$ cat src/rtl/ili9341_pkg.sv
// Shared opcodes, decoder states and panel geometry defaults for the ILI9341 command decoder.
package ili9341_pkg;

    localparam int PANEL_WIDTH  = 240;
    localparam int PANEL_HEIGHT = 320;
    localparam int WIN_START_RESET = 0;

    localparam logic [7:0] CMD_NOP     = 8'h00;
    localparam logic [7:0] CMD_SWRESET = 8'h01;
    localparam logic [7:0] CMD_DISPOFF = 8'h28;
    localparam logic [7:0] CMD_DISPON  = 8'h29;
    localparam logic [7:0] CMD_CASET   = 8'h2A;
    localparam logic [7:0] CMD_PASET   = 8'h2B;
    localparam logic [7:0] CMD_RAMWR   = 8'h2C;

    typedef enum logic [2:0] {
        ST_IDLE,
        ST_COL_ARGS,
        ST_ROW_ARGS,
        ST_PIX_HI,
        ST_PIX_LO,
        ST_SKIP
    } state_t;

    // Clamp a requested window end coordinate to the last valid panel index.
    function automatic logic [15:0] clamp_end(input logic [15:0] req, input logic [15:0] max_idx);
        return (req > max_idx) ? max_idx : req;
    endfunction

endpackage

$ cat src/rtl/ili9341_cmd_decoder_if.sv
// Byte-stream input and addressed-pixel output bundle of the ILI9341 command decoder.
interface ili9341_cmd_decoder_if #(
    parameter int X_BITS = 9,
    parameter int Y_BITS = 9
);
    logic [7:0]        byte_in;
    logic              byte_valid;
    logic              dc_in;
    logic [X_BITS-1:0] px_x;
    logic [Y_BITS-1:0] px_y;
    logic [15:0]       px_data;
    logic              px_valid;
    logic              frame_done;
    logic              display_on;
    logic              bad_cmd;

    modport master (
        output byte_in, byte_valid, dc_in,
        input  px_x, px_y, px_data, px_valid, frame_done, display_on, bad_cmd
    );

    modport slave (
        input  byte_in, byte_valid, dc_in,
        output px_x, px_y, px_data, px_valid, frame_done, display_on, bad_cmd
    );
endinterface

$ cat src/rtl/ili9341_window_cursor.sv
// Address window registers with clamp/reject commit, plus the write cursor that wraps inside the window.
module ili9341_window_cursor
    import ili9341_pkg::*;
#(
    parameter int WIDTH  = PANEL_WIDTH,
    parameter int HEIGHT = PANEL_HEIGHT,
    parameter int X_BITS = 9,
    parameter int Y_BITS = 9
) (
    input  logic              clk,
    input  logic              rst,
    input  logic              sw_reset,
    input  logic              commit_col,
    input  logic              commit_row,
    input  logic [15:0]       arg_start,
    input  logic [15:0]       arg_end,
    input  logic              cursor_load,
    input  logic              cursor_step,
    output logic [X_BITS-1:0] cur_x,
    output logic [Y_BITS-1:0] cur_y,
    output logic              at_last
);

    localparam logic [15:0] X_MAX = 16'(WIDTH - 1);
    localparam logic [15:0] Y_MAX = 16'(HEIGHT - 1);

    logic [X_BITS-1:0] xs, xe;
    logic [Y_BITS-1:0] ys, ye;
    logic [15:0]       col_end, row_end;
    logic              col_ok, row_ok;
    logic              x_wrap, y_wrap;

    // A start beyond the clamped end would describe an empty window, so it is refused.
    assign col_end = clamp_end(arg_end, X_MAX);
    assign row_end = clamp_end(arg_end, Y_MAX);
    assign col_ok  = (arg_start <= col_end);
    assign row_ok  = (arg_start <= row_end);

    assign x_wrap  = (cur_x >= xe);
    assign y_wrap  = (cur_y >= ye);
    assign at_last = x_wrap && y_wrap;

    always_ff @(posedge clk) begin
        if (rst || sw_reset) begin
            xs    <= X_BITS'(WIN_START_RESET);
            xe    <= X_BITS'(WIDTH - 1);
            ys    <= Y_BITS'(WIN_START_RESET);
            ye    <= Y_BITS'(HEIGHT - 1);
            cur_x <= '0;
            cur_y <= '0;
        end else begin
            if (commit_col && col_ok) begin
                xs <= arg_start[X_BITS-1:0];
                xe <= col_end[X_BITS-1:0];
            end
            if (commit_row && row_ok) begin
                ys <= arg_start[Y_BITS-1:0];
                ye <= row_end[Y_BITS-1:0];
            end
            if (cursor_load) begin
                cur_x <= xs;
                cur_y <= ys;
            end else if (cursor_step) begin
                if (!x_wrap) begin
                    cur_x <= cur_x + X_BITS'(1);
                end else begin
                    cur_x <= xs;
                    cur_y <= y_wrap ? ys : cur_y + Y_BITS'(1);
                end
            end
        end
    end

endmodule

$ cat src/rtl/ili9341_cmd_decoder.sv
// ILI9341 command decoder: turns the SPI byte stream and D/C line into windowed RGB565 pixel writes.
module ili9341_cmd_decoder
    import ili9341_pkg::*;
#(
    parameter int WIDTH  = PANEL_WIDTH,
    parameter int HEIGHT = PANEL_HEIGHT,
    parameter int X_BITS = 9,
    parameter int Y_BITS = 9
) (
    input logic                clk,
    input logic                rst,
    ili9341_cmd_decoder_if.slave bus
);

    state_t            state, state_nxt;
    logic [1:0]        arg_cnt;
    logic [23:0]       arg_buf;
    logic [7:0]        pix_hi;
    logic              is_cmd, is_data;
    logic              bad_nxt;
    logic              commit_col, commit_row;
    logic              cursor_load, pix_emit, sw_reset;
    logic [X_BITS-1:0] cur_x;
    logic [Y_BITS-1:0] cur_y;
    logic              at_last;

    assign is_cmd      = bus.byte_valid && !bus.dc_in;
    assign is_data     = bus.byte_valid && bus.dc_in;
    assign commit_col  = is_data && (state == ST_COL_ARGS) && (arg_cnt == 2'd3);
    assign commit_row  = is_data && (state == ST_ROW_ARGS) && (arg_cnt == 2'd3);
    assign cursor_load = is_cmd && (bus.byte_in == CMD_RAMWR);
    assign sw_reset    = is_cmd && (bus.byte_in == CMD_SWRESET);
    assign pix_emit    = is_data && (state == ST_PIX_LO);

    ili9341_window_cursor #(
        .WIDTH (WIDTH),
        .HEIGHT(HEIGHT),
        .X_BITS(X_BITS),
        .Y_BITS(Y_BITS)
    ) u_window_cursor (
        .clk        (clk),
        .rst        (rst),
        .sw_reset   (sw_reset),
        .commit_col (commit_col),
        .commit_row (commit_row),
        .arg_start  (arg_buf[23:8]),
        .arg_end    ({arg_buf[7:0], bus.byte_in}),
        .cursor_load(cursor_load),
        .cursor_step(pix_emit),
        .cur_x      (cur_x),
        .cur_y      (cur_y),
        .at_last    (at_last)
    );

    // Any command byte overrides whatever the current state was collecting.
    always_comb begin
        state_nxt = state;
        bad_nxt   = 1'b0;
        if (is_cmd) begin
            case (bus.byte_in)
                CMD_CASET:   state_nxt = ST_COL_ARGS;
                CMD_PASET:   state_nxt = ST_ROW_ARGS;
                CMD_RAMWR:   state_nxt = ST_PIX_HI;
                CMD_NOP,
                CMD_SWRESET,
                CMD_DISPON,
                CMD_DISPOFF: state_nxt = ST_IDLE;
                default: begin
                    state_nxt = ST_SKIP;
                    bad_nxt   = 1'b1;
                end
            endcase
        end else if (is_data) begin
            case (state)
                ST_COL_ARGS,
                ST_ROW_ARGS: if (arg_cnt == 2'd3) state_nxt = ST_IDLE;
                ST_PIX_HI:   state_nxt = ST_PIX_LO;
                ST_PIX_LO:   state_nxt = ST_PIX_HI;
                default:     state_nxt = state;
            endcase
        end
    end

    always_ff @(posedge clk) begin
        if (rst) begin
            state          <= ST_IDLE;
            arg_cnt        <= '0;
            arg_buf        <= '0;
            pix_hi         <= '0;
            bus.px_x       <= '0;
            bus.px_y       <= '0;
            bus.px_data    <= '0;
            bus.px_valid   <= 1'b0;
            bus.frame_done <= 1'b0;
            bus.display_on <= 1'b0;
            bus.bad_cmd    <= 1'b0;
        end else begin
            state          <= state_nxt;
            bus.bad_cmd    <= bad_nxt;
            bus.px_valid   <= pix_emit;
            bus.frame_done <= pix_emit && at_last;
            if (is_cmd) begin
                arg_cnt <= '0;
                if (bus.byte_in == CMD_DISPON)
                    bus.display_on <= 1'b1;
                else if (bus.byte_in == CMD_DISPOFF || bus.byte_in == CMD_SWRESET)
                    bus.display_on <= 1'b0;
            end else if (is_data && (state == ST_COL_ARGS || state == ST_ROW_ARGS)) begin
                arg_buf <= {arg_buf[15:0], bus.byte_in};
                arg_cnt <= arg_cnt + 2'd1;
            end
            if (is_data && state == ST_PIX_HI)
                pix_hi <= bus.byte_in;
            if (pix_emit) begin
                bus.px_data <= {pix_hi, bus.byte_in};
                bus.px_x    <= cur_x;
                bus.px_y    <= cur_y;
            end
        end
    end

endmodule

$ cat src/flat_wrapper.sv
// flat-port wrapper written by rule: the top's interface ports become plain ports
module ili9341_cmd_decoder_flat import ili9341_pkg::*;
#(
    parameter int WIDTH  = PANEL_WIDTH,
    parameter int HEIGHT = PANEL_HEIGHT,
    parameter int X_BITS = 9,
    parameter int Y_BITS = 9
)
  (clk, rst, bus_byte_in, bus_byte_valid, bus_dc_in, bus_px_x, bus_px_y, bus_px_data, bus_px_valid, bus_frame_done, bus_display_on, bus_bad_cmd);
  ili9341_cmd_decoder_if #(.X_BITS(X_BITS), .Y_BITS(Y_BITS)) bus_i ();
  input logic clk;
  input logic rst;
  input wire logic [$bits(bus_i.byte_in)-1:0] bus_byte_in;
  input wire logic [$bits(bus_i.byte_valid)-1:0] bus_byte_valid;
  input wire logic [$bits(bus_i.dc_in)-1:0] bus_dc_in;
  output wire logic [$bits(bus_i.px_x)-1:0] bus_px_x;
  output wire logic [$bits(bus_i.px_y)-1:0] bus_px_y;
  output wire logic [$bits(bus_i.px_data)-1:0] bus_px_data;
  output wire logic [$bits(bus_i.px_valid)-1:0] bus_px_valid;
  output wire logic [$bits(bus_i.frame_done)-1:0] bus_frame_done;
  output wire logic [$bits(bus_i.display_on)-1:0] bus_display_on;
  output wire logic [$bits(bus_i.bad_cmd)-1:0] bus_bad_cmd;
  assign bus_i.byte_in = bus_byte_in;
  assign bus_i.byte_valid = bus_byte_valid;
  assign bus_i.dc_in = bus_dc_in;
  assign bus_px_x = bus_i.px_x;
  assign bus_px_y = bus_i.px_y;
  assign bus_px_data = bus_i.px_data;
  assign bus_px_valid = bus_i.px_valid;
  assign bus_frame_done = bus_i.frame_done;
  assign bus_display_on = bus_i.display_on;
  assign bus_bad_cmd = bus_i.bad_cmd;
  ili9341_cmd_decoder #(.WIDTH(WIDTH), .HEIGHT(HEIGHT), .X_BITS(X_BITS), .Y_BITS(Y_BITS)) u_core (.clk(clk), .rst(rst), .bus(bus_i));
endmodule
$ cat config.mk
export PLATFORM = sky130hd
export DESIGN_NAME = ili9341_cmd_decoder_flat
export DESIGN_NICKNAME = d
export VERILOG_FILES = /design/src/rtl/ili9341_pkg.sv /design/src/rtl/ili9341_cmd_decoder_if.sv /design/src/rtl/ili9341_window_cursor.sv /design/src/rtl/ili9341_cmd_decoder.sv /design/src/flat_wrapper.sv
export SDC_FILE = /design/constraint.sdc
export NUM_CORES = 1
export LEC_CHECK = 0
export ABC_AREA = 1
export BUFFER_PORTS_ARGS = -buffer_cell sky130_fd_sc_hd__buf_2
export CORE_ASPECT_RATIO = 1.75
export CORE_UTILIZATION = 50
export DETAILED_ROUTE_END_ITERATION = 8
export GPL_ROUTABILITY_DRIVEN = 0
export PLACE_DENSITY = 0.68
export SYNTH_ARGS = -nofsm -noshare
export SYNTH_HDL_FRONTEND = slang
export SYNTH_HIERARCHICAL = 1
export SYNTH_SLANG_ARGS = --single-unit
export TNS_END_PERCENT = 30
$ cat constraint.sdc
create_clock -name clk -period 6.51 [get_ports clk]
set_input_delay 1.302 -clock clk [delete_from_list [all_inputs] [get_ports clk]]
set_output_delay 1.302 -clock clk [all_outputs]
set_load 0.02 [all_outputs]
# Word-level counts from Yosys, hierarchy flattened

Index checks and enable logic that the tools add are counted.

Register bits: 129
Logic and storage cells: 90
Input port bits: 12

Bitwise operators: 1
Equality and inequality tests: 12
Add/sub/neg operators: 3
Reduce and logical (&&, ||, !) cells: 34
Mux-type cells: 17
Magnitude comparators: 6

Operators by type and width:

| kind                                                | number |
|---|---|
| 2-to-1 mux 9 bit                                    | 7 |
| equality test 8 x 6 -> 1 bit, second input constant | 5 |
| less-or-equal comparator 16 bit                     | 2 |
| 2-to-1 mux 16 bit                                   | 2 |
| adder 9 x 1 -> 9 bit, second input constant         | 2 |
| greater-or-equal comparator 9 bit                   | 2 |
| > comparator 16 x 8 -> 1 bit, second input constant | 1 |
| > comparator 16 x 9 -> 1 bit, second input constant | 1 |
| logical AND 1 bit                                   | 15 |
| one-hot mux 3 bit (4 select lines)                  | 1 |
| 2-to-1 mux 3 bit                                    | 3 |
| one-hot mux 3 bit (3 select lines)                  | 1 |
| equality test 8 x 1 -> 1 bit, second input constant | 1 |
| zero test 8 bit                                     | 1 |
| nonzero test 2 bit                                  | 4 |
| OR reduction 7 bit                                  | 1 |
| equality test 3 x 2 -> 1 bit, second input constant | 2 |
| AND reduction 2 bit                                 | 3 |
| OR reduction 2 bit                                  | 3 |
| nonzero test 4 bit                                  | 1 |
| OR reduction 4 bit                                  | 1 |
| equality test 3 x 1 -> 1 bit, second input constant | 1 |
| equality test 3 bit, second input constant          | 1 |
| logical OR 1 bit                                    | 3 |
| 7 further kinds                                     | 9 |

# Longest topological paths before layout

Gate-level depths: netlist of the first run.

Word-level depth: 5
Gate-level depth with buffers: 23
Gate-level depth less buffers: 23

# Hierarchy

The synthesis of the first run kept the hierarchy.

By module, submodules not included:

| module                | cells each | sequential area each (µm²) | area an instance (µm²) | instances |
|---|---|---|---|---|
| ili9341_window_cursor | 587        | 1081.0                     | 3950.0                 | 1 |
| ili9341_cmd_decoder   | 380        | 1501.4                     | 2886.5                 | 1 |

# Worst setup path after synthesis of the first run

Ideal clock, no wire load.

Path kind: input to register
Start point: input bus_byte_in[6]
End point: register u_core.u_window_cursor.ys[5]
Setup slack: 3.557 ns
Buffers on the path: 1
Setup time: 0.115 ns
Data required time: 6.395 ns
Arrival time: 2.838 ns
Cell stages on the path: 15
Cell sequence: o21ai_0 -> nand2_1 -> nor2_1 -> ha_1 -> a21oi_1 -> nor2_1 -> nor2_1 -> nand2_1 -> nand2_1 -> nand2_1 -> nand2_2 -> buf_6 -> nand3_1 -> nand2_1 -> nor2_1

Longest elaborated chain between the ends: 4
Elaborated cells on any way between the ends: 7
Classes of those cells: 2 x order compare; 1 x eq/ne; 1 x mux; 3 x reduce/logical

RTL lines:

| what                            | line                        | RTL |
|---|---|---|
| start: declaration              | flat_wrapper.sv:13          | `input wire logic [$bits(bus_i.byte_in)-1:0] bus_byte_in;` |
| > comparator 16 x 9 -> 1 bit    | ili9341_pkg.sv:27           | `return (req > max_idx) ? max_idx : req;` |
| 2-to-1 mux 16 bit               | ili9341_pkg.sv:27           |  |
| less-or-equal comparator 16 bit | ili9341_window_cursor.sv:37 | `assign row_ok = (arg_start <= row_end);` |
| logical AND 1 bit               | ili9341_window_cursor.sv:56 | `if (commit_row && row_ok) begin` |
| end signal: assignment          | ili9341_window_cursor.sv:47 | `ys <= Y_BITS'(WIN_START_RESET);` |
| end signal: assignment          | ili9341_window_cursor.sv:57 | `ys <= arg_start[Y_BITS-1:0];` |
| end: declaration                | ili9341_window_cursor.sv:28 | `logic [Y_BITS-1:0] ys, ye;` |

Several ways; a longest one is shown, not always the timed one.
A chain may end at the register's enable or synchronous reset.

# Final worst setup path of the first run

Start point: input bus_byte_in[6]
End point: register u_core.u_window_cursor.ye[8]

Longest elaborated chain between the ends: 4
Elaborated cells on any way between the ends: 7
Classes of those cells: 2 x order compare; 1 x eq/ne; 1 x mux; 3 x reduce/logical

RTL lines:

| what                            | line                        | RTL |
|---|---|---|
| > comparator 16 x 9 -> 1 bit    | ili9341_pkg.sv:27           |  |
| 2-to-1 mux 16 bit               | ili9341_pkg.sv:27           |  |
| less-or-equal comparator 16 bit | ili9341_window_cursor.sv:37 |  |
| logical AND 1 bit               | ili9341_window_cursor.sv:56 |  |
| end signal: assignment          | ili9341_window_cursor.sv:48 | `ye <= Y_BITS'(HEIGHT - 1);` |
| end signal: assignment          | ili9341_window_cursor.sv:58 | `ye <= row_end[Y_BITS-1:0];` |
| end: declaration                | ili9341_window_cursor.sv:28 |  |

Several ways; a longest one is shown, not always the timed one.

==> results.json, run 1 <==
{
  "outcome": "finished, final reports clean",
  "cts_buffers": 17,
  "grt_max_degree": 52,
  "grt_pass1_vias": 5892,
  "critPathBufInv": 1,
  "synth_ff_type": "dfxtp_1",
  "cts_hold_buf": 0,
  "yosysTopAreaCell": "dfxtp_1",
  "max_slew_margin_pct": 32.3,
  "pin_count": 50,
  "route.detailed.drc": 0,
  "synth.distinct_cells": 40,
  "slowest_delay_ps": 380,
  "dp_hpwl_um": 12900,
  "postCtsResizedCells": 0,
  "rsz0062_at_grt": "no",
  "cts.sinks": 129,
  "routed_wl_um": 17100,
  "critPathMaxFanout": 28,
  "cp.arrival_ps": 3460,
  "worst_ep_required_time_ps": 6800,
  "die_area_um2": 14200,
  "track_usage_pct": 25.2,
  "clkSlewWorstSetupHoldPaths_ps": 60,
  "finalHoldViolCount": 0,
  "cpMostUsedCell": "nand2_1",
  "antenna_found_initial": 0,
  "tightest_slew_ps": 1010,
  "fin_setup_tns_ps": 0,
  "diodes": 0,
  "hold_path.class": "flop to flop",
  "power_density_nw_per_um2": 245,
  "total_leakage_power_nw": 4.01,
  "cts_buffer_depth": 2,
  "cts_root_buffer": "clkbuf_16",
  "min_period_ps": 3180,
  "yosysTopAreaCellShare_pct": 37.8,
  "post_cts_buffers": 0,
  "ant_nets": 0,
  "ys_seq_elements": 129,
  "ys_seq_area_share_pct": 37.8,
  "crit_chain": "buf_2 -> o21ai_0 -> nand2_1 -> nor2_1 -> ha_1 -> a21oi_1 -> nor2_1 -> nor2_1 -> nand2_1 -> nand2_1 -> nand2_1 -> nand2_2 -> nand2_2 -> nand2_1 -> nand3_1",
  "period_share_pct": 48.8,
  "start_kind": "input port",
  "cts_tree": "built",
  "syn_area_per_cell_um2": 7.07,
  "ir_drop_uv": 177,
  "slowest_stage": "nand2_2",
  "finalMaxSlewViolations": 0,
  "portBuffers": 49,
  "grt_pass1_wl_um": 28300,
  "r2r_slack_ps": 3570,
  "num_vias": 6230,
  "placedInstanceArea_um2": 7190,
  "fin_total_pwr_mw": 1.90,
  "start_util_pct": 51.1,
  "via_per_inst": 5.17,
  "maxCapViolCount": 0,
  "cp-end-kind": "flop",
  "fp.coreArea_um2": 13400,
  "nets": 1084,
  "setup_viol": 0,
  "synth_edf_count": 0,
  "clock.fmax_mhz": 315,
  "worstSetupPathType": "input port to flop",
  "hold_ws_ps": 447,
  "wl_per_cell_um": 14.1,
  "synth_warnings": 6,
  "die_h_um": 157,
  "drt_iter0_markers": 311,
  "fin_skew_ps": 7.20,
  "clk_latency_ps": 410,
  "fin_area_um2": 7750,
  "async_flop_share_pct": 0,
  "synth_area_um2": 6840,
  "synthToLayoutAreaGrowth_pct": 13.3,
  "fp.dieW_um": 90.4,
  "syn-instance-count": 967,
  "cp_top_family": "simple AND/OR/NAND/NOR gates",
  "overflow": 0,
  "rows": 56,
  "yosys-top-cells-area": "dfxtp_1, nor2_1, ha_1",
  "h-tree-depth": 4,
  "drive_gt1_share_pct": 11.9,
  "dr.pass1.iters": 7
}
==> registers in the layout, summed over array words and instances (netlist names) <==
name / flops
u_core/arg_buf: 24
u_core/bus.px_data: 16
u_core/bus.px_x: 9
u_core/bus.px_y: 9
u_core/u_window_cursor/cur_x: 9
u_core/u_window_cursor/cur_y: 9
u_core/u_window_cursor/xe: 9
u_core/u_window_cursor/xs: 9
u_core/u_window_cursor/ye: 9
u_core/u_window_cursor/ys: 9
u_core/pix_hi: 8
u_core/state: 3
u_core/arg_cnt: 2
u_core/bus.bad_cmd: 1
u_core/bus.display_on: 1
u_core/bus.frame_done: 1
u_core/bus.px_valid: 1
==> routing by layer <==
metal  GRT usage (%)  wire [µm]  up-vias
met5               0          0        -
met4            12.3        587        0
met3            3.89        504       36
met2            49.0       9300      134
met1            26.0       6670     2844
li1                -          -     3216
==> cells by family after synthesis <==
| logic type | share of synthesized area [%] |
|---|---|
| AO/OA/AOI/OAI | 12.7 |
| flip-flops | 37.8 |
| XOR/XNOR | 1.54 |
| AND/OR/NAND/NOR | 29.1 |
| other | 0.0549 |
| buffers and inverters | 9.17 |
| adder cells (fa/ha/maj) | 9.70 |
==> cells in the mapped netlist (7+ instances only) <==
| cell type | number |
|---|---|
| a21oi_1 | 70 |
| buf_6 | 7 |
| clkbuf_1 | 14 |
| dfxtp_1 | 129 |
| ha_1 | 53 |
| inv_1 | 101 |
| inv_2 | 7 |
| nand2_1 | 167 |
| nand2_2 | 8 |
| nand3_1 | 68 |
| nand4_1 | 9 |
| nor2_1 | 178 |
| o21ai_0 | 83 |
| o21ai_1 | 7 |
| xor2_1 | 12 |
==> path summary, 6_finish.rpt <==
| check | startpoint | endpoint | cells after the start |
|---|---|---|---|
| setup / recovery | bus_byte_in[6] | u_core/u_window_cursor/ye[8] | 15 |
| hold / removal | u_core/u_window_cursor/xe[8] | u_core/u_window_cursor/xe[8] | 2 |
| setup reg to reg | u_core/arg_buf[3] | u_core/u_window_cursor/xs[5] | 19 |
| hold reg to reg | u_core/u_window_cursor/xe[8] | u_core/u_window_cursor/xe[8] | 2 |
==> tightest hold or removal path, stage by stage (launching register included) <==
cell,delay (ps)
dfxtp_1,300
inv_1,60
nor3_1,50
==> power breakdown <==
part | internal, mW | switching, mW
combinational | 0.0576 | 0.131
sequential | 0.806 | 0.0141
clock | 0.533 | 0.356
total | 1.40 | 0.502
==> area by class of cell <==
type	instances	area, µm²
Sequential cell	129	2580
Fill cell	1335	5640
Tap cell	174	218
Timing Repair Buffer	54	283
Inverter	110	415
Clock inverter	13	114
Multi-Input combinational cell	707	3690
Clock buffer	19	443
==> cells in the final DEF (no fill, tap or decap), drive strengths merged <==
| cell | instances |
|---|---|
| a21oi | 70 |
| or2 | 3 |
| inv | 109 |
| a31o | 1 |
| a21o | 2 |
| nand3 | 70 |
| o21ai | 90 |
| nor3 | 8 |
| a21boi | 1 |
| buf | 54 |
| nor4 | 1 |
| nor2 | 184 |
| and2 | 1 |
| clkinvlp | 5 |
| ha | 53 |
| clkinv | 8 |
| nand2 | 177 |
| conb | 15 |
| nand4 | 10 |
| nand3b | 5 |
| o211ai | 2 |
| xor2 | 12 |
| bufinv | 1 |
| clkbuf | 19 |
| dfxtp | 129 |
| o21a | 1 |
| a22o | 1 |
==> per-stage QoR <==
step	std cells	setup WS, ps	utilization [%]
global placement	1174	2960	53.7
detailed placement	1174	2940	53.7
finish	1206	3330	57.9
global route	1206	3040	57.9
floorplan	981	3560	-
CTS	1206	3380	57.9
(Power assumes the default switching activity.)
==> run 2: changes to the inputs <==
--- a/config.mk
+++ b/config.mk
@@ -11,7 +11,7 @@
 export CORE_UTILIZATION = 50
 export DETAILED_ROUTE_END_ITERATION = 8
 export GPL_ROUTABILITY_DRIVEN = 0
-export PLACE_DENSITY = 0.68
+export PLACE_DENSITY = 0.71
 export SYNTH_ARGS = -nofsm -noshare
 export SYNTH_HDL_FRONTEND = slang
 export SYNTH_HIERARCHICAL = 1
==> constraint.sdc (replaced) <==
create_clock -name clk -period 2.5 [get_ports clk]
set_input_delay 0.5 -clock clk [delete_from_list [all_inputs] [get_ports clk]]
set_output_delay 0.5 -clock clk [all_outputs]
set_load 0.02 [all_outputs]
==> run 2 against run 1 <==
The flow now finishes with violations (negative setup slack). Combinational power increased to 3.7 times the previous value. Critical path type is now flop to flop. Sequential share of layout area decreased by 2.7 points. Global-route usage increased by 0.46 points. First-iteration DRC count increased by 25%. Clock power increased to 3.0 times the previous value. Count of clock-buffer cells in the layout increased by 2. Die area unchanged. Power increased to 2.9 times the previous value. Sequential power increased to 2.6 times the previous value. Final area increased by 8.8%. Via count increased by 5.2%.
==> results.json, run 2 (synthesized netlist as in run 1, its figures left out) <==
{
  "worstReg2RegStart": "u_core/arg_buf[2]",
  "largest_reg_flops": 24,
  "fin_ws_ps": -98.7,
  "grt_pass1_vias": 6289,
  "rows": 56,
  "worst_r2r_path_depth": 18,
  "dpl.cell_count": 1218,
  "r2r_slack_ps": -100,
  "via_per_inst": 5.21,
  "min_period_ps": 2600,
  "power_density_nw_per_um2": 648,
  "dp_hpwl_um": 12700,
  "route.detailed.drc": 0,
  "setup_viol": 21,
  "fp.coreArea_um2": 13400,
  "clock.fmax_mhz": 385,
  "cp.arrival_ps": 2890,
  "hold_end": "u_core/bus.bad_cmd",
  "nets": 1137,
  "pin_count": 50,
  "whs_path_depth": 2,
  "grt_pass1_wl_um": 28800,
  "finalMaxSlewViolations": 0,
  "finalHoldViolCount": 0,
  "antenna_found_initial": 0,
  "clkPwrFrac_pct": 48.2,
  "grt_max_degree": 50,
  "ant_nets": 0,
  "die_h_um": 157,
  "routed_wl_um": 18000,
  "top_register": "u_core/arg_buf",
  "hold_path.class": "input port to flop",
  "post-route-util_pct": 63.0,
  "cts_root_buffer": "clkbuf_16",
  "h-tree-depth": 4,
  "outcome": "finished, violations left",
  "swShare_pct": 25.7,
  "critPathMaxFanout": 7,
  "fin_cells": 1259,
  "total_leakage_power_nw": 4.31,
  "failed_checks": "negative setup slack",
  "seqPwrFrac_pct": 39.1,
  "cts.sinks": 129,
  "cp-end-kind": "flop",
  "worst_ep_required_time_ps": 2790,
  "fin_skew_ps": 6.65,
  "maxCapViolCount": 0,
  "synthToLayoutAreaGrowth_pct": 23.3,
  "track_usage_pct": 25.7,
  "max_slew_margin_pct": 64.7,
  "hold_ws_ps": 390,
  "num_vias": 6555,
  "cts_tree": "built",
  "start_util_pct": 51.1,
  "clkSlewWorstSetupHoldPaths_ps": 60,
  "drt_iter0_markers": 388,
  "worstSetupPathType": "flop to flop",
  "layout_common_cells": "nor2_1, nand2_1, dfxtp_1",
  "dr.pass1.iters": 8,
  "ir_drop_uv": 480,
  "clk_latency_ps": 420,
  "diodes": 0,
  "min_from": "rst",
  "cts_buffer_depth": 2,
  "place_ws_ps": -137,
  "fin_setup_tns_ps": -1100,
  "die_area_um2": 14200,
  "portBuffers": 49,
  "overflow": 0,
  "drive_gt1_share_pct": 19.1,
  "mostFrequentLayoutCell": "nor2_1",
  "largestRegisters": "u_core/arg_buf x24, u_core/bus.px_data x16",
  "p_int_mw": 4.06,
  "rsz0062_at_grt": "yes",
  "tightest_slew_ps": 528,
  "reg2reg_to": "u_core/u_window_cursor/xe[7]",
  "wl_per_cell_um": 14.3,
  "p_switching_mw": 1.40,
  "cts_buffers": 17,
  "fp.dieW_um": 90.4,
  "period_share_pct": 104,
  "start_kind": "flop",
  "comb_power_share_pct": 12.7
}
run 2: changes by cell type in the layout (fill, tap and decap cells not counted), sizes merged:
cell,delta
inv,+2
clkinv,-5
clkbuf,+2
clkinvlp,-1
buf,+53
bufinv,+2
run 2: layer usage:
layer  share of wire [%]  GRT usage [%]  wire length [µm]
met2                  53           48.8              9610
met1                  38           25.2              6800
met3                 3.3           5.20               597
met4                 5.6           16.0              1000
met5                   0              0                 0
run 2: power groups by stage:
stage | logic (mW) | registers, mW | clock network (mW)
after detailed placement | 0.564 | 2.18 | 0
final | 0.694 | 2.14 | 2.63
after global routing | 0.768 | 2.14 | 2.74
after floorplan | 0.338 | 2.19 | 0
after global placement | 0.555 | 2.18 | 0
after CTS | 0.597 | 2.14 | 2.65
run 2: repair_timing:
action,4_1_cts,5_1_grt
buffers inserted,6,3
hold buffers,0,0
endpoints found under the setup margin,18,36
resized for setup,5,43
pin swaps,3,7
run 2: worst max-delay path by stage:
stage | endpoint | from | slack (ps)
final | u_core/u_window_cursor/xe[7] | u_core/arg_buf[2] | -100
after global routing | u_core/u_window_cursor/ys[6] | u_core/arg_buf[2] | -210
after CTS | u_core/u_window_cursor/xs[6] | u_core/arg_buf[3] | 10
after detailed placement | u_core/u_window_cursor/xs[4] | u_core/arg_buf[3] | -140
after global placement | u_core/u_window_cursor/xs[2] | u_core/arg_buf[3] | -80
after floorplan | u_core/u_window_cursor/xs[4] | u_core/arg_buf[3] | 200
run 2: layout make-up:
type | instances | area (µm²)
tap | 174 | 218
sequential | 129 | 2580
fill | 1241 | 4960
clock inverter | 11 | 151
inverter | 110 | 432
clock buffer | 21 | 480
multi-input combinational | 707 | 3850
timing repair buffer | 107 | 713
run 2: critical path: stages (launching register included):
cell      delay (ps)
dfxtp_1          310
or2_1            250
nor3_2           230
nand2_1          140
clkinv_2         100
nand2_4           80
nor2_4           110
inv_1             50
ha_1             260
nand2_1           80
nor2_2           130
nand2_1           70
nand2_1           50
nand2_1           50
nand2_2           90
nand2_4          110
buf_4            180
nand3_1           80
nand3_1           80
run 2: stage by stage:
step                power, mW  cell area (µm²)
global route             5.65             8430
global placement         2.73             7550
floorplan                2.53             6890
detailed placement       2.74             7550
finish                   5.46             8430
CTS                      5.38             8230
==> run 3: changes to the inputs <==
--- a/config.mk
+++ b/config.mk
@@ -12,6 +12,8 @@
 export DETAILED_ROUTE_END_ITERATION = 8
 export GPL_ROUTABILITY_DRIVEN = 0
 export PLACE_DENSITY = 0.71
+export SETUP_SLACK_MARGIN = 0.2
+export SLEW_MARGIN = 20
 export SYNTH_ARGS = -nofsm -noshare
 export SYNTH_HDL_FRONTEND = slang
 export SYNTH_HIERARCHICAL = 1
==> constraint.sdc (replaced) <==
create_clock -name clk -period 2.5 [get_ports clk]
set_input_delay 0.5 -clock clk [delete_from_list [all_inputs] [get_ports clk]]
set_output_delay 0.5 -clock clk [all_outputs]
set_load 0.1 [all_outputs]
==> run 3 against run 2 <==
The run still ends with negative setup slack left. Cell count grew 0.48%. Sequential share of layout area fell by 0.56 points. Count of clock-buffer cells in the layout shrank 1. Utilization up 1.3 points. Clock power is 7% lower. Flip-flop and latch count is the same. Global-route usage up 0.38 points. Critical path depth rose by 2. Via count grew 1.6%. Combinational power grew 18%. Sequential power barely moved. Largest power group unchanged. Highest routed layer unchanged.
==> results.json, run 3 (synthesized netlist as in run 1, its figures left out) <==
{
  "outcome": "finished, violations left",
  "failed_checks": "negative setup slack",
  "dr.pass1.iters": 7,
  "largestRegisters": "u_core/arg_buf x24, u_core/bus.px_data x16",
  "cts_buffer_depth": 2,
  "overflow": 0,
  "die_h_um": 157,
  "dpl.cell_count": 1223,
  "h-tree-depth": 4,
  "fp.dieW_um": 90.4,
  "track_usage_pct": 26.1,
  "cts_root_buffer": "clkbuf_16",
  "fin_ws_ps": -12.8,
  "clk_latency_ps": 410,
  "fill_cells": 1171,
  "worst_ep_required_time_ps": 2800,
  "cp-end-kind": "flop",
  "multi_input_area_um2": 3990,
  "tightest_slew_ps": 586,
  "cp.arrival_ps": 2810,
  "drt_iter0_markers": 335,
  "rows": 56,
  "routed_wl_um": 18400,
  "maxCapViolCount": 0,
  "cts_tree": "built",
  "fin_area_um2": 8600,
  "grt_pass1_wl_um": 29300,
  "start_util_pct": 51.1,
  "ant_nets": 0,
  "period_share_pct": 101,
  "num_vias": 6661,
  "cts_buffers": 17,
  "diodes": 0,
  "synthToLayoutAreaGrowth_pct": 25.8,
  "critPathMaxFanout": 6,
  "via_per_inst": 5.27,
  "fin_setup_tns_ps": -25.4,
  "finalMaxSlewViolations": 0,
  "worstSetupPathType": "flop to flop",
  "largest_reg_flops": 24,
  "drive_gt1_share_pct": 21.8,
  "fp.coreArea_um2": 13400,
  "min_period_ps": 2510,
  "layout_common_cells": "nor2_1, nand2_1, dfxtp_1",
  "cts.sinks": 129,
  "placedInstanceArea_um2": 7580,
  "die_area_um2": 14200,
  "pin_count": 50,
  "total_leakage_power_nw": 4.35,
  "clock.fmax_mhz": 398,
  "top_register": "u_core/arg_buf",
  "post-route-util_pct": 64.2,
  "dp_hpwl_um": 12800,
  "portBuffers": 49,
  "setup_viol": 4,
  "hold_path.class": "input port to flop",
  "grt_pass1_vias": 6259,
  "place_ws_ps": -51.1,
  "grt_max_degree": 70,
  "start_kind": "flop",
  "rsz0062_at_grt": "yes",
  "max_slew_margin_pct": 61.0,
  "fin_skew_ps": 7.66,
  "fin_cells": 1265,
  "hold_ws_ps": 397,
  "wl_per_cell_um": 14.5,
  "power_density_nw_per_um2": 628,
  "clkSlewWorstSetupHoldPaths_ps": 60,
  "nets": 1143,
  "mostFrequentLayoutCell": "nor2_1",
  "cts_hold_buf": 0,
  "fin_total_pwr_mw": 5.40,
  "ir_drop_uv": 490,
  "antenna_found_initial": 0,
  "seq_area_um2": 2590,
  "route.detailed.drc": 0,
  "finalHoldViolCount": 0
}
## run 3: cell types whose count changed in the layout (fill, tap and decap cells not counted), moves of 3 or more
cell     previous run  this run
nor2_2             10        18
nand3_1            67        61
nand3_2             3         7
dfxtp_2             0         3
a21oi_2             1         4
nor2_1            170       160
a21oi_1            69        66
dfxtp_1           129       126
buf_6               2         5
## run 3: timing repair
| item | in CTS | in global routing |
|---|---|---|
| endpoints found under the hold margin | 0 | 0 |
| setup endpoints to repair | 36 | 37 |
| resized for setup | 29 | 53 |
| buffers inserted | 5 | 2 |
| pin swaps | 7 | 10 |
| cloned | 1 | 2 |
## run 3: final timing paths
| check | startpoint | endpoint | cells after the start | slack [ps] |
|---|---|---|---|---|
| worst max-delay path | u_core/arg_buf[7] | u_core/u_window_cursor/xe[2] | 20 | -10 |
| worst min register to register | u_core/u_window_cursor/ye[8] | u_core/u_window_cursor/ye[8] | 2 | 470 |
| worst max register to register | u_core/arg_buf[7] | u_core/u_window_cursor/xe[2] | 20 | -10 |
| worst min-delay path | rst | u_core/bus.bad_cmd | 2 | 400 |
## run 3: final cells by class
type	count	share of cell area (%)
Clock buffer	20	5.31
Multi-Input combinational cell	708	46.5
Timing Repair Buffer	111	8.98
Inverter	110	4.96
Clock inverter	12	1.54
Timing Repair inverter	1	0.131
Tap cell	174	2.53
Sequential cell	129	30.1
## run 3: metal layers
metal / up-vias / share of wire (%) / global-route usage [%]
met1: 3104 / 38 / 26.6
met2: 166 / 54 / 49.0
li1: 3329 / - / -
met3: 62 / 3.4 / 4.86
met4: 0 / 4.9 / 15.2
met5: - / 0 / 0
## run 3: worst max-delay path, stage by stage (launching register included)
cell	delay (ps)
dfxtp_2	330
nor2_2	110
nand2_1	70
nor3_2	180
nand2_1	120
clkinv_2	80
buf_4	130
nand2_1	100
inv_1	80
ha_1	230
nand2_2	90
nor2_1	60
nor2_2	130
nand2_1	80
nand2_1	70
nand2_2	80
nand2_8	130
buf_4	140
nand2_4	50
nand2_1	70
nand3_1	60
## run 3: report_power, final
part | internal (mW) | switching (mW) | total, mW
clock | 1.52 | 0.918 | 2.44
combinational | 0.289 | 0.531 | 0.821
sequential | 2.10 | 0.0398 | 2.14
total | 3.91 | 1.49 | 5.40
